==> config.mk <==
export PLATFORM = sky130hd
export DESIGN_NAME = systolic_seq_ctrl
export DESIGN_NICKNAME = d
export VERILOG_FILES = /design/src/rtl/sys_seq_pkg.sv /design/src/rtl/sys_seq_counter.sv /design/src/rtl/systolic_seq_ctrl.sv
export SDC_FILE = /design/constraint.sdc
export NUM_CORES = 1
export LEC_CHECK = 0
export CORE_UTILIZATION = 50
export DETAILED_ROUTE_END_ITERATION = 8
export PLACE_DENSITY = 0.89
export SYNTH_ARGS = -nofsm -noshare
export SYNTH_HDL_FRONTEND = slang
export SYNTH_SLANG_ARGS = --single-unit
==> constraint.sdc <==
create_clock -name clk -period 2.6 [get_ports clk]
set_input_delay 0.39 -clock clk [delete_from_list [all_inputs] [get_ports clk]]
set_output_delay 0.39 -clock clk [all_outputs]
set_load 0.005 [all_outputs]
==> src/rtl/sys_seq_pkg.sv <==
// ============================================================================
// sys_seq_pkg : shared types and helpers for the systolic job sequencer
// Revision    : 1.0
// ============================================================================
`default_nettype none

package sys_seq_pkg;

    localparam int PERF_W = 16;

    typedef enum logic [2:0] {
        S_IDLE    = 3'd0,
        S_LOAD    = 3'd1,
        S_COMPUTE = 3'd2,
        S_DRAIN   = 3'd3,
        S_READ    = 3'd4,
        S_DONE    = 3'd5
    } seq_state_t;

    // Number of counter values a phase walks through; READ is stall-extended.
    function automatic int phase_len(input seq_state_t s, input int n);
        case (s)
            S_LOAD, S_READ: phase_len = n;
            S_COMPUTE:      phase_len = 2 * n - 1;
            S_DRAIN:        phase_len = n - 1;
            default:        phase_len = 1;
        endcase
    endfunction

endpackage

`default_nettype wire

==> src/rtl/sys_seq_counter.sv <==
// ============================================================================
// sys_seq_counter : phase counter with clear, enable and terminal-count flag
// Revision        : 1.0
// ============================================================================
`default_nettype none

module sys_seq_counter #(
    parameter int W = 3
) (
    input  logic         clk,
    input  logic         rst,
    input  logic         clr_i,
    input  logic         en_i,
    input  logic [W-1:0] limit_i,
    output logic [W-1:0] d_o,
    output logic         tc_o
);

    logic [W-1:0] cnt_q;
    logic [W-1:0] cnt_d;

    // Saturates at the limit so a phase can never wrap.
    always_comb begin
        cnt_d = cnt_q;
        if (clr_i) begin
            cnt_d = '0;
        end else if (en_i && (cnt_q != limit_i)) begin
            cnt_d = cnt_q + 1'b1;
        end
    end

    always_ff @(posedge clk or posedge rst) begin
        if (rst) begin
            cnt_q <= '0;
        end else begin
            cnt_q <= cnt_d;
        end
    end

    assign d_o  = cnt_d;
    assign tc_o = (cnt_q == limit_i);

endmodule

`default_nettype wire

==> src/rtl/systolic_seq_ctrl.sv <==
// ============================================================================
// systolic_seq_ctrl : job sequencer (load / compute / drain / readout) for the
//                     NxN systolic array. SYS_SEQ_PERF_EN builds perf_cycles.
// Revision          : 1.0
// ============================================================================
`default_nettype none

module systolic_seq_ctrl
    import sys_seq_pkg::*;
#(
    parameter  int N  = 4,
    localparam int CW = $clog2(2 * N)
) (
    input  logic              clk,
    input  logic              rst,
    input  logic              start,
    input  logic              abort,
    input  logic              irq_clr,
    output logic              busy,
    output logic              irq,
    output logic              load_en,
    output logic [CW-1:0]     load_row,
    output logic              act_en,
    output logic [CW-1:0]     act_step,
    output logic              flush,
    output logic              res_valid,
    output logic [CW-1:0]     res_row,
    input  logic              res_ready,
    output logic [PERF_W-1:0] perf_cycles
);

    seq_state_t    state_q, state_d;
    logic          cnt_clr, cnt_en, cnt_tc;
    logic [CW-1:0] cnt_d, cnt_limit;
    logic          irq_q, irq_d, irq_set;
    logic          busy_q, load_en_q, act_en_q, flush_q, res_valid_q;
    logic [CW-1:0] load_row_q, act_step_q, res_row_q;

    assign cnt_limit = CW'(phase_len(state_q, N) - 1);

    sys_seq_counter #(.W(CW)) u_phase_cnt (
        .clk     (clk),
        .rst     (rst),
        .clr_i   (cnt_clr),
        .en_i    (cnt_en),
        .limit_i (cnt_limit),
        .d_o     (cnt_d),
        .tc_o    (cnt_tc)
    );

    always_comb begin
        state_d = state_q;
        cnt_clr = 1'b0;
        cnt_en  = 1'b0;
        if (abort && (state_q != S_IDLE)) begin
            state_d = S_IDLE;
            cnt_clr = 1'b1;
        end else begin
            case (state_q)
                S_IDLE: if (start) begin
                    state_d = S_LOAD;
                    cnt_clr = 1'b1;
                end
                S_LOAD: if (cnt_tc) begin
                    state_d = S_COMPUTE;
                    cnt_clr = 1'b1;
                end else cnt_en = 1'b1;
                S_COMPUTE: if (cnt_tc) begin
                    state_d = S_DRAIN;
                    cnt_clr = 1'b1;
                end else cnt_en = 1'b1;
                S_DRAIN: if (cnt_tc) begin
                    state_d = S_READ;
                    cnt_clr = 1'b1;
                end else cnt_en = 1'b1;
                S_READ: if (res_ready) begin
                    if (cnt_tc) begin
                        state_d = S_DONE;
                        cnt_clr = 1'b1;
                    end else cnt_en = 1'b1;
                end
                default: begin
                    state_d = S_IDLE;
                    cnt_clr = 1'b1;
                end
            endcase
        end
    end

    assign irq_set = (state_q == S_DONE) && !abort;
    assign irq_d   = irq_set | (irq_q & ~irq_clr);

    // Outputs are decoded from next state so every port comes from a flop.
    always_ff @(posedge clk or posedge rst) begin
        if (rst) begin
            state_q     <= S_IDLE;
            irq_q       <= 1'b0;
            busy_q      <= 1'b0;
            load_en_q   <= 1'b0;
            load_row_q  <= '0;
            act_en_q    <= 1'b0;
            act_step_q  <= '0;
            flush_q     <= 1'b0;
            res_valid_q <= 1'b0;
            res_row_q   <= '0;
        end else begin
            state_q     <= state_d;
            irq_q       <= irq_d;
            busy_q      <= (state_d != S_IDLE);
            load_en_q   <= (state_d == S_LOAD);
            load_row_q  <= (state_d == S_LOAD) ? cnt_d : '0;
            act_en_q    <= (state_d == S_COMPUTE);
            act_step_q  <= (state_d == S_COMPUTE) ? cnt_d : '0;
            flush_q     <= (state_d == S_DRAIN);
            res_valid_q <= (state_d == S_READ);
            res_row_q   <= (state_d == S_READ) ? cnt_d : '0;
        end
    end

    assign busy      = busy_q;
    assign irq       = irq_q;
    assign load_en   = load_en_q;
    assign load_row  = load_row_q;
    assign act_en    = act_en_q;
    assign act_step  = act_step_q;
    assign flush     = flush_q;
    assign res_valid = res_valid_q;
    assign res_row   = res_row_q;

`ifdef SYS_SEQ_PERF_EN
    logic [PERF_W-1:0] pcnt_q, perf_q;

    // Preloaded to 1 while idle so the latched value counts every busy cycle.
    always_ff @(posedge clk or posedge rst) begin
        if (rst) begin
            pcnt_q <= '0;
            perf_q <= '0;
        end else begin
            if (state_q == S_IDLE) begin
                pcnt_q <= PERF_W'(1);
            end else if (pcnt_q != {PERF_W{1'b1}}) begin
                pcnt_q <= pcnt_q + 1'b1;
            end
            if (irq_set) begin
                perf_q <= pcnt_q;
            end
        end
    end

    assign perf_cycles = perf_q;
`else
    assign perf_cycles = '0;
`endif

endmodule

`default_nettype wire

==> qor.txt, run 1 <==
count of max-cap constraint violations -> 0
largest area contributor in the netlist -> dfrtp_1
number of endpoints with negative hold slack in the final report -> 0
GR Util All Layers -> 20.8%
number of buffers created by CTS -> 3
worst hold path class -> in -> async
wire length of the first global-routing pass -> 4140 µm
total via count after detailed routing -> 994
count of input and output buffers -> 20
global route total overflow -> 0
hold buffer count at cts -> 0
average wire per standard cell -> 13.9 µm
total routed wirelength -> 2470 µm
final count of negative-setup-slack endpoints -> 0
Synth top area share -> 41.1%
register bit total from synthesis -> 21
Netlist cell types -> 50
via count of the first global-routing pass -> 932
worst endpoint required time -> 2.77 ns
fin nets -> 157
setup repair bufs after CTS -> 0
fraction of power consumed by the clock network -> 15.0%
Layout Area Growth over Synthesis -> 12.6%
path type of the worst setup path -> reg -> reg
slew at the pin closest to its max-slew limit -> 0.759 ns
commonest register cell after synthesis -> dfrtp_1
std cell rows -> 17
combinational family with the most area after synthesis -> simple AND/OR/NAND/NOR gates
buffer levels on the longest clock path -> 2
source of the critical timing path -> state_q[2]$_DFF_PP0_
HPWL Detailed -> 1900 µm
Compound-Gate Fraction of Synth Area -> 15.2%
Yosys warning count -> 0
non-filler instance count after layout -> 177
multiplexer fraction of the synthesized cell area -> 3.23%
count of mapped cells out of synthesis -> 131
net switching share of the total power -> 39.5%
core area -> 0.00232 mm²
Vert. Die Dim -> 52.6 µm
count of TritonRoute iterations in the first routing pass -> 4
Worst setup SP type -> flip-flop
basic-gate share of the synthesized area counting and, or, nand and nor cells -> 22.2%
starting DRC count in detailed routing -> 26
Net Sw Power -> 0.398 mW
initial core utilization -> 55.2%
critical path arrival -> 2.44 ns
Via-to-Cell Ratio -> 5.62
number of top-level design ports -> 37
share of the clock period used by the worst path -> 87.6%
critical path fanouts, max -> 17
sequential share of power -> 41.2%
share of layout cells above drive strength 1 -> 11.4%
pins over their slew limit -> 0
synthesized area per cell -> 9.77 µm²
sequential-to-total area share from yosys stat -> 41.1%
top cells by area, synth -> dfrtp_1, buf_4, nor2_1, mux2i_1, nor3_1
cell area after layout -> 0.00144 mm²
Post-DRT Antenna Nets -> 0
number of antenna violations at the first check in global routing -> 0
width of the die -> 52.6 µm
Post-route DRC -> 0
setup TNS after final layout -> 0 ns
clock network latency to the later pin of the worst-skew pair -> 0.30 ns
number of resized instances in the post-cts repair step -> 0
die footprint -> 0.00277 mm²
number of levels in the clock H-tree -> 1
antenna diode count -> 0
relative max-transition margin -> 49.3%
clock tree from TritonCTS -> yes
most frequent cells in the layout -> dfrtp_1, clkdlybuf4s50_1, conb_1
setup repair after global routing missed its margin -> no
maximum resistive drop on vdd -> 375 µV
Comb pwr share -> 43.9%
library cell used as clock root buffer -> clkbuf_4
share of flip-flops with an asynchronous set or reset after synthesis -> 100%
standard cell area after detailed placement -> 0.00142 mm²
Leakage -> 0.665 nW
outcome -> finished, final reports clean
number of cells after detailed placement -> 173
final estimated routing congestion in global placement -> 0.905
post-layout min period -> 2.28 ns
cell internal power dissipation -> 0.611 mW
hold_ws -> 0.516 ns
endpoint class of the critical path -> flip-flop
fmax -> 439 MHz
fraction of the mapped netlist area in adder cells -> 0.978%
number of enable flip-flop cells after synthesis -> 0
Clock Skew -> 0.00796 ns
Sinks on Clock Net -> 21
power per cell area -> 701 mW/mm²
reg2reg start -> state_q[2]$_DFF_PP0_
most frequent standard cell in the layout excluding fill and tap cells -> dfrtp_1
XOR/XNOR Fraction of Synth Area -> 0.684%
largest net degree at the start of global routing -> 22
clock slew at the register clock pins of the worst setup and hold paths -> 0.11 ns
Cell Area, Synth -> 0.00128 mm²
==> area by class of cell <==
class                   count  area, µm²
fillers                   192        877
multi-input cells          93        602
flip-flops and latches     21        526
repair buffers             23        223
well taps                  28       35.0
inverters                   8       30.0
clock buffers               4       26.3
==> power by group through the flow <==
stage               Sequential (mW)  Combinational, mW  Clock [mW]
finish                        0.416              0.443       0.151
global route                  0.424              0.491       0.165
CTS                           0.415              0.439       0.150
detailed placement            0.421              0.438           0
global placement              0.419              0.421           0
floorplan                     0.383              0.370           0
==> through the flow <==
step           total power, mW  setup WS (ns)  utilization [%]
2_1_floorplan            0.753          0.783                -
3_3_place_gp             0.840          0.437             61.0
3_5_place_dp             0.859          0.296             61.0
4_1_cts                   1.00          0.327             62.2
5_1_grt                   1.08         0.0741             62.2
6_report                  1.01          0.321             62.2
==> routing by layer <==
layer | up-vias | global-route usage [%] | share of wire, %
li1 | 461 | - | -
met1 | 473 | 26.5 | 40
met2 | 53 | 33.3 | 50
met3 | 7 | 2.03 | 6.6
met4 | 0 | 13.2 | 2.8
met5 | - | 0 | 0
==> final timing paths <==
kind	end	slack, ns	cells past startpoint
hold / removal	load_row[0]$_DFF_PP0_	0.52	2
setup reg to reg	busy$_DFF_PP0_	0.32	6
setup / recovery	busy$_DFF_PP0_	0.32	6
hold reg to reg	irq$_DFF_PP0_	0.53	1
max in group asynchronous	act_step[1]$_DFF_PP0_	1.61	2
min in group clk	irq$_DFF_PP0_	0.53	1
==> cells in the mapped netlist, types with 3 or more instances <==
cell / instances
mux2i_1: 3
buf_4: 18
a21oi_1: 3
nor2_1: 15
nor3_1: 6
inv_1: 8
dfrtp_1: 21
nand2_1: 5
nor4_1: 3
==> cell families after synthesis <==
group | Yosys count
AO/OA/AOI/OAI | 23
XOR/XNOR | 1
multiplexers | 4
AND/OR/NAND/NOR | 48
other | 1
flip-flops | 21
buffers and inverters | 32
adder cells (fa/ha/maj) | 1
==> registers in the layout, summed over array words and instances (netlist names) <==
name               flops
load_row               3
act_step               3
flush                  1
busy                   1
res_valid              1
load_en                1
irq                    1
res_row                3
state_q                3
u_phase_cnt.cnt_q      3
act_en                 1
==> worst max-delay path, cell delays in order, from the launching register on <==
cell and delay [ns]:
dfrtp_1 0.74, and4b_1 0.27, a211oi_2 0.22, o22a_2 0.25
nor3_2 0.06, nor3_2 0.42, o21ai_0 0.17
Note: power is estimated with default switching activity, not from simulation.
==> run 2, diff against run 1 <==
CTS_BUF_LIST = sky130_fd_sc_hd__clkbuf_8   (was unset)
==> qor.txt, run 2 (same netlist as run 1, synthesis figures left out) <==
outcome -> finished, final reports clean
worst endpoint required time -> 2.71 ns
clock tree from TritonCTS -> yes
Vert. Die Dim -> 52.6 µm
Sinks on Clock Net -> 21
setup repair bufs after CTS -> 0
highest cell delay on the worst timing path -> 0.72 ns
via count of the first global-routing pass -> 932
post-layout min period -> 2.28 ns
sequential share of power -> 39.4%
std cell rows -> 17
power per cell area -> 724 mW/mm²
Top Family by Delay on Critical Path -> simple AND/OR/NAND/NOR gates
average wire per standard cell -> 13.9 µm
Layout Area Growth over Synthesis -> 14.1%
slew at the pin closest to its max-slew limit -> 0.736 ns
Worst setup SP type -> flip-flop
cell internal power dissipation -> 0.657 mW
slowest CP cell -> dfrtp_1
Leakage -> 0.677 nW
largest net degree at the start of global routing -> 22
library cell used as clock root buffer -> clkbuf_8
HPWL Detailed -> 1900 µm
initial core utilization -> 55.2%
pre-CTS setup slack -> 0.296 ns
share of layout cells above drive strength 1 -> 11.4%
total routed wirelength -> 2460 µm
critical path fanouts, max -> 17
reg-to-reg slack, setup -> 0.32 ns
non-filler instance count after layout -> 177
fraction of power consumed by the clock network -> 18.8%
number of antenna violations at the first check in global routing -> 0
number of resized instances in the post-cts repair step -> 0
Via-to-Cell Ratio -> 5.63
final core utilization -> 63.0%
path type of the worst setup path -> reg -> reg
hold buffer count at cts -> 0
number of cells after detailed placement -> 173
maximum resistive drop on vdd -> 462 µV
GR Util All Layers -> 20.9%
Post-route DRC -> 0
hold_ws -> 0.521 ns
worst path cell trace -> and4b_1 > a211oi_2 > o22a_2 > nor3_2 > nor3_2 > o21ai_0
global route total overflow -> 0
number of levels in the clock H-tree -> 1
critical path arrival -> 2.39 ns
cell area after layout -> 0.00146 mm²
final worst slack -> 0.318 ns
number of buffers created by CTS -> 3
total via count after detailed routing -> 996
total power draw -> 1.06 mW
worst hold path class -> reg -> reg
Clock Skew -> 0.00123 ns
width of the die -> 52.6 µm
count of TritonRoute iterations in the first routing pass -> 4
setup TNS after final layout -> 0 ns
Net Sw Power -> 0.400 mW
die footprint -> 0.00277 mm²
count of input and output buffers -> 20
most frequent cells in the layout -> dfrtp_1, clkdlybuf4s50_1, conb_1
number of endpoints with negative hold slack in the final report -> 0
number of top-level design ports -> 37
fin nets -> 157
standard cell area after detailed placement -> 0.00142 mm²
antenna diode count -> 0
net switching share of the total power -> 37.9%
final estimated routing congestion in global placement -> 0.905
final count of negative-setup-slack endpoints -> 0
wire length of the first global-routing pass -> 4140 µm
most frequent standard cell in the layout excluding fill and tap cells -> dfrtp_1
pins over their slew limit -> 0
setup repair after global routing missed its margin -> no
fmax -> 438 MHz
relative max-transition margin -> 50.9%
number of buffer and inverter stages on the critical path -> 0
count of max-cap constraint violations -> 0
most frequent cell on the critical path -> nor3_2
clock slew at the register clock pins of the worst setup and hold paths -> 0.07 ns
buffer levels on the longest clock path -> 2
Comb pwr share -> 41.8%
starting DRC count in detailed routing -> 37
core area -> 0.00232 mm²
Post-DRT Antenna Nets -> 0
endpoint class of the critical path -> flip-flop
clock network latency to the later pin of the worst-skew pair -> 0.25 ns
share of the clock period used by the worst path -> 87.8%
## run 2: cell count changes in the layout (fill, tap and decap cells not counted)
| cell | change |
|---|---|
| clkbuf_8 | +3 |
| clkbuf_1 | -1 |
| clkbuf_4 | -3 |
| inv_1 | +1 |
## run 2: final cells by class
cell class | instances | area [µm²]
Multi-Input combinational cell | 93 | 602
Sequential cell | 21 | 526
Fill cell | 196 | 858
Clock inverter | 1 | 3.75
Timing Repair Buffer | 23 | 223
Clock buffer | 3 | 41.3
Inverter | 8 | 30.0
Tap cell | 28 | 35.0
## run 2: final timing paths
check | endpoint | startpoint | cells past startpoint
max | busy$_DFF_PP0_ | state_q[2]$_DFF_PP0_ | 6
min | irq$_DFF_PP0_ | irq$_DFF_PP0_ | 1
max reg2reg | busy$_DFF_PP0_ | state_q[2]$_DFF_PP0_ | 6
min reg2reg | irq$_DFF_PP0_ | irq$_DFF_PP0_ | 1
max in group asynchronous | load_en$_DFF_PP0_ | rst | 2
min in group asynchronous | res_row[1]$_DFF_PP0_ | rst | 2
## run 2: metal layers
| layer | wire length [µm] | global-route usage (%) | part of all wire [%] | up-vias |
|---|---|---|---|---|
| met4 | 63 | 12.3 | 2.6 | 0 |
| met1 | 1010 | 26.5 | 41 | 469 |
| li1 | - | - | - | 460 |
| met3 | 160 | 2.61 | 6.5 | 7 |
| met5 | 0 | 0 | 0 | - |
| met2 | 1230 | 33.8 | 50 | 60 |
## run 2: power by group through the flow
stage	Sequential (mW)	Combinational, mW	Clock, mW
finish	0.416	0.442	0.199
floorplan	0.383	0.370	0
CTS	0.416	0.439	0.201
global placement	0.419	0.421	0
detailed placement	0.421	0.438	0
global route	0.423	0.491	0.217
==> run 3, diff against run 2 <==
CORE_UTILIZATION = 35   (was 50)
GPL_TIMING_DRIVEN = 0   (was unset)
PLACE_DENSITY = 0.67   (was 0.89)
==> qor.txt, run 3 (same netlist as run 1, synthesis figures left out) <==
clock slew at the register clock pins of the worst setup and hold paths -> 0.08 ns
number of logic stages on the critical path including buffering -> 6
Worst setup SP type -> flip-flop
maximum resistive drop on vdd -> 221 µV
count of max-cap constraint violations -> 0
critical register-to-register path endpoint -> busy$_DFF_PP0_
critical path arrival -> 2.21 ns
HPWL Detailed -> 1970 µm
slew at the pin closest to its max-slew limit -> 0.783 ns
outcome -> finished, final reports clean
number of top-level design ports -> 37
Vert. Die Dim -> 62.5 µm
fraction of power consumed by the clock network -> 18.9%
net switching share of the total power -> 37.8%
width of the die -> 62.5 µm
number of endpoints with negative hold slack in the final report -> 0
cell area after layout -> 0.00163 mm²
most frequent standard cell in the layout excluding fill and tap cells -> dfrtp_1
starting DRC count in detailed routing -> 37
core area -> 0.00342 mm²
Sinks on Clock Net -> 21
worst path cell trace -> and4b_1 > a211oi_2 > o22a_2 > nor3_2 > nor3_2 > o21ai_0
sequential share of power -> 34.8%
Post-DRT Antenna Nets -> 0
largest net degree at the start of global routing -> 22
via count of the first global-routing pass -> 972
fmax -> 477 MHz
reg-to-reg slack, setup -> 0.50 ns
count of input and output buffers -> 19
reg2reg start -> u_phase_cnt.cnt_q[1]$_DFF_PP0_
source of the critical timing path -> u_phase_cnt.cnt_q[1]$_DFF_PP0_
relative max-transition margin -> 47.8%
worst endpoint required time -> 2.71 ns
antenna diode count -> 0
GR Util All Layers -> 14.5%
std cell rows -> 21
non-filler instance count after layout -> 215
pre-CTS setup slack -> 0.333 ns
total via count after detailed routing -> 1011
library cell used as clock root buffer -> clkbuf_8
setup TNS after final layout -> 0 ns
Via-to-Cell Ratio -> 4.70
path type of the worst setup path -> reg -> reg
path depth of the worst reg2reg path -> 6
worst setup path endpoint -> busy$_DFF_PP0_
pins over their slew limit -> 0
Clock Skew -> 0.00983 ns
number of buffers created by CTS -> 3
final estimated routing congestion in global placement -> 0.849
Layout Area Growth over Synthesis -> 27.3%
global route total overflow -> 0
critical path fanouts, max -> 9
count of TritonRoute iterations in the first routing pass -> 4
clock tree from TritonCTS -> yes
fin nets -> 177
most frequent cells in the layout -> dfrtp_1, clkdlybuf4s50_1, buf_4
post-layout min period -> 2.10 ns
total routed wirelength -> 2640 µm
final worst slack -> 0.504 ns
worst hold path class -> in -> reg
number of buffer and inverter stages on the critical path -> 0
buffer levels on the longest clock path -> 2
power per cell area -> 665 mW/mm²
die footprint -> 0.00390 mm²
share of the clock period used by the worst path -> 80.6%
number of levels in the clock H-tree -> 1
initial core utilization -> 37.5%
most frequent cell on the critical path -> nor3_2
standard cell area after detailed placement -> 0.00158 mm²
Top Family by Delay on Critical Path -> simple AND/OR/NAND/NOR gates
setup repair bufs after CTS -> 0
number of cells after detailed placement -> 211
setup repair after global routing missed its margin -> no
hold buffer count at cts -> 0
clock network latency to the later pin of the worst-skew pair -> 0.25 ns
slowest CP cell -> dfrtp_1
average wire per standard cell -> 12.3 µm
Leakage -> 0.782 nW
Post-route DRC -> 0
share of layout cells above drive strength 1 -> 21.3%
number of antenna violations at the first check in global routing -> 0
endpoint class of the critical path -> flip-flop
Hold Path Depth -> 2
number of resized instances in the post-cts repair step -> 0
Comb pwr share -> 46.3%
highest cell delay on the worst timing path -> 0.52 ns
wire length of the first global-routing pass -> 4450 µm
Net Sw Power -> 0.409 mW
final count of negative-setup-slack endpoints -> 0
cell internal power dissipation -> 0.674 mW
[run 3: power by group through the flow]
stage / combinational, mW / clock [mW] / sequential [mW]
2_1_floorplan: 0.370 / 0 / 0.383
3_3_place_gp: 0.488 / 0 / 0.382
3_5_place_dp: 0.494 / 0 / 0.383
4_1_cts: 0.495 / 0.212 / 0.376
5_1_grt: 0.550 / 0.227 / 0.381
6_report: 0.502 / 0.205 / 0.377
[run 3: metal layers]
layer / GRT usage, % / routed length, µm / share of wire (%)
met5: 0 / 0 / 0
met4: 4.36 / 23 / 0.87
met3: 2.92 / 134 / 5.1
met2: 25.5 / 1310 / 50
met1: 17.8 / 1170 / 44
[run 3: worst min path at each step]
stage / startpoint / to / slack (ns)
finish: abort / busy$_DFF_PP0_ / 0.49
global route: abort / busy$_DFF_PP0_ / 0.51
CTS: abort / busy$_DFF_PP0_ / 0.48
detailed placement: irq$_DFF_PP0_ / irq$_DFF_PP0_ / 0.49
global placement: irq$_DFF_PP0_ / irq$_DFF_PP0_ / 0.48
floorplan: rst / act_en$_DFF_PP0_ / 0.37
[run 3: layout make-up]
cell class                      count  area [µm²]
Timing Repair Buffer               19         190
Clock buffer                        3        41.3
Sequential cell                    21         526
Buffer                             24         179
Inverter                            8        30.0
Multi-Input combinational cell     93         602
Clock inverter                      1        3.75
Tap cell                           46        57.6
Fill cell                         334        1790
[run 3: worst reg2reg max path, cell delays in order (launching register included)]
cell and delay [ns]:
dfrtp_1 0.52, and4b_1 0.30, a211oi_2 0.22, o22a_2 0.24, nor3_2 0.06, nor3_2 0.46, o21ai_0 0.18
[run 3: per-stage QoR]
step | hold WS [ns] | power (mW) | utilization (%)
CTS | 0.479 | 1.08 | 47.7
detailed placement | 0.490 | 0.877 | 46.4
finish | 0.489 | 1.08 | 47.7
global placement | 0.478 | 0.871 | 46.4
floorplan | 0.367 | 0.753 | -
global route | 0.507 | 1.16 | 47.7
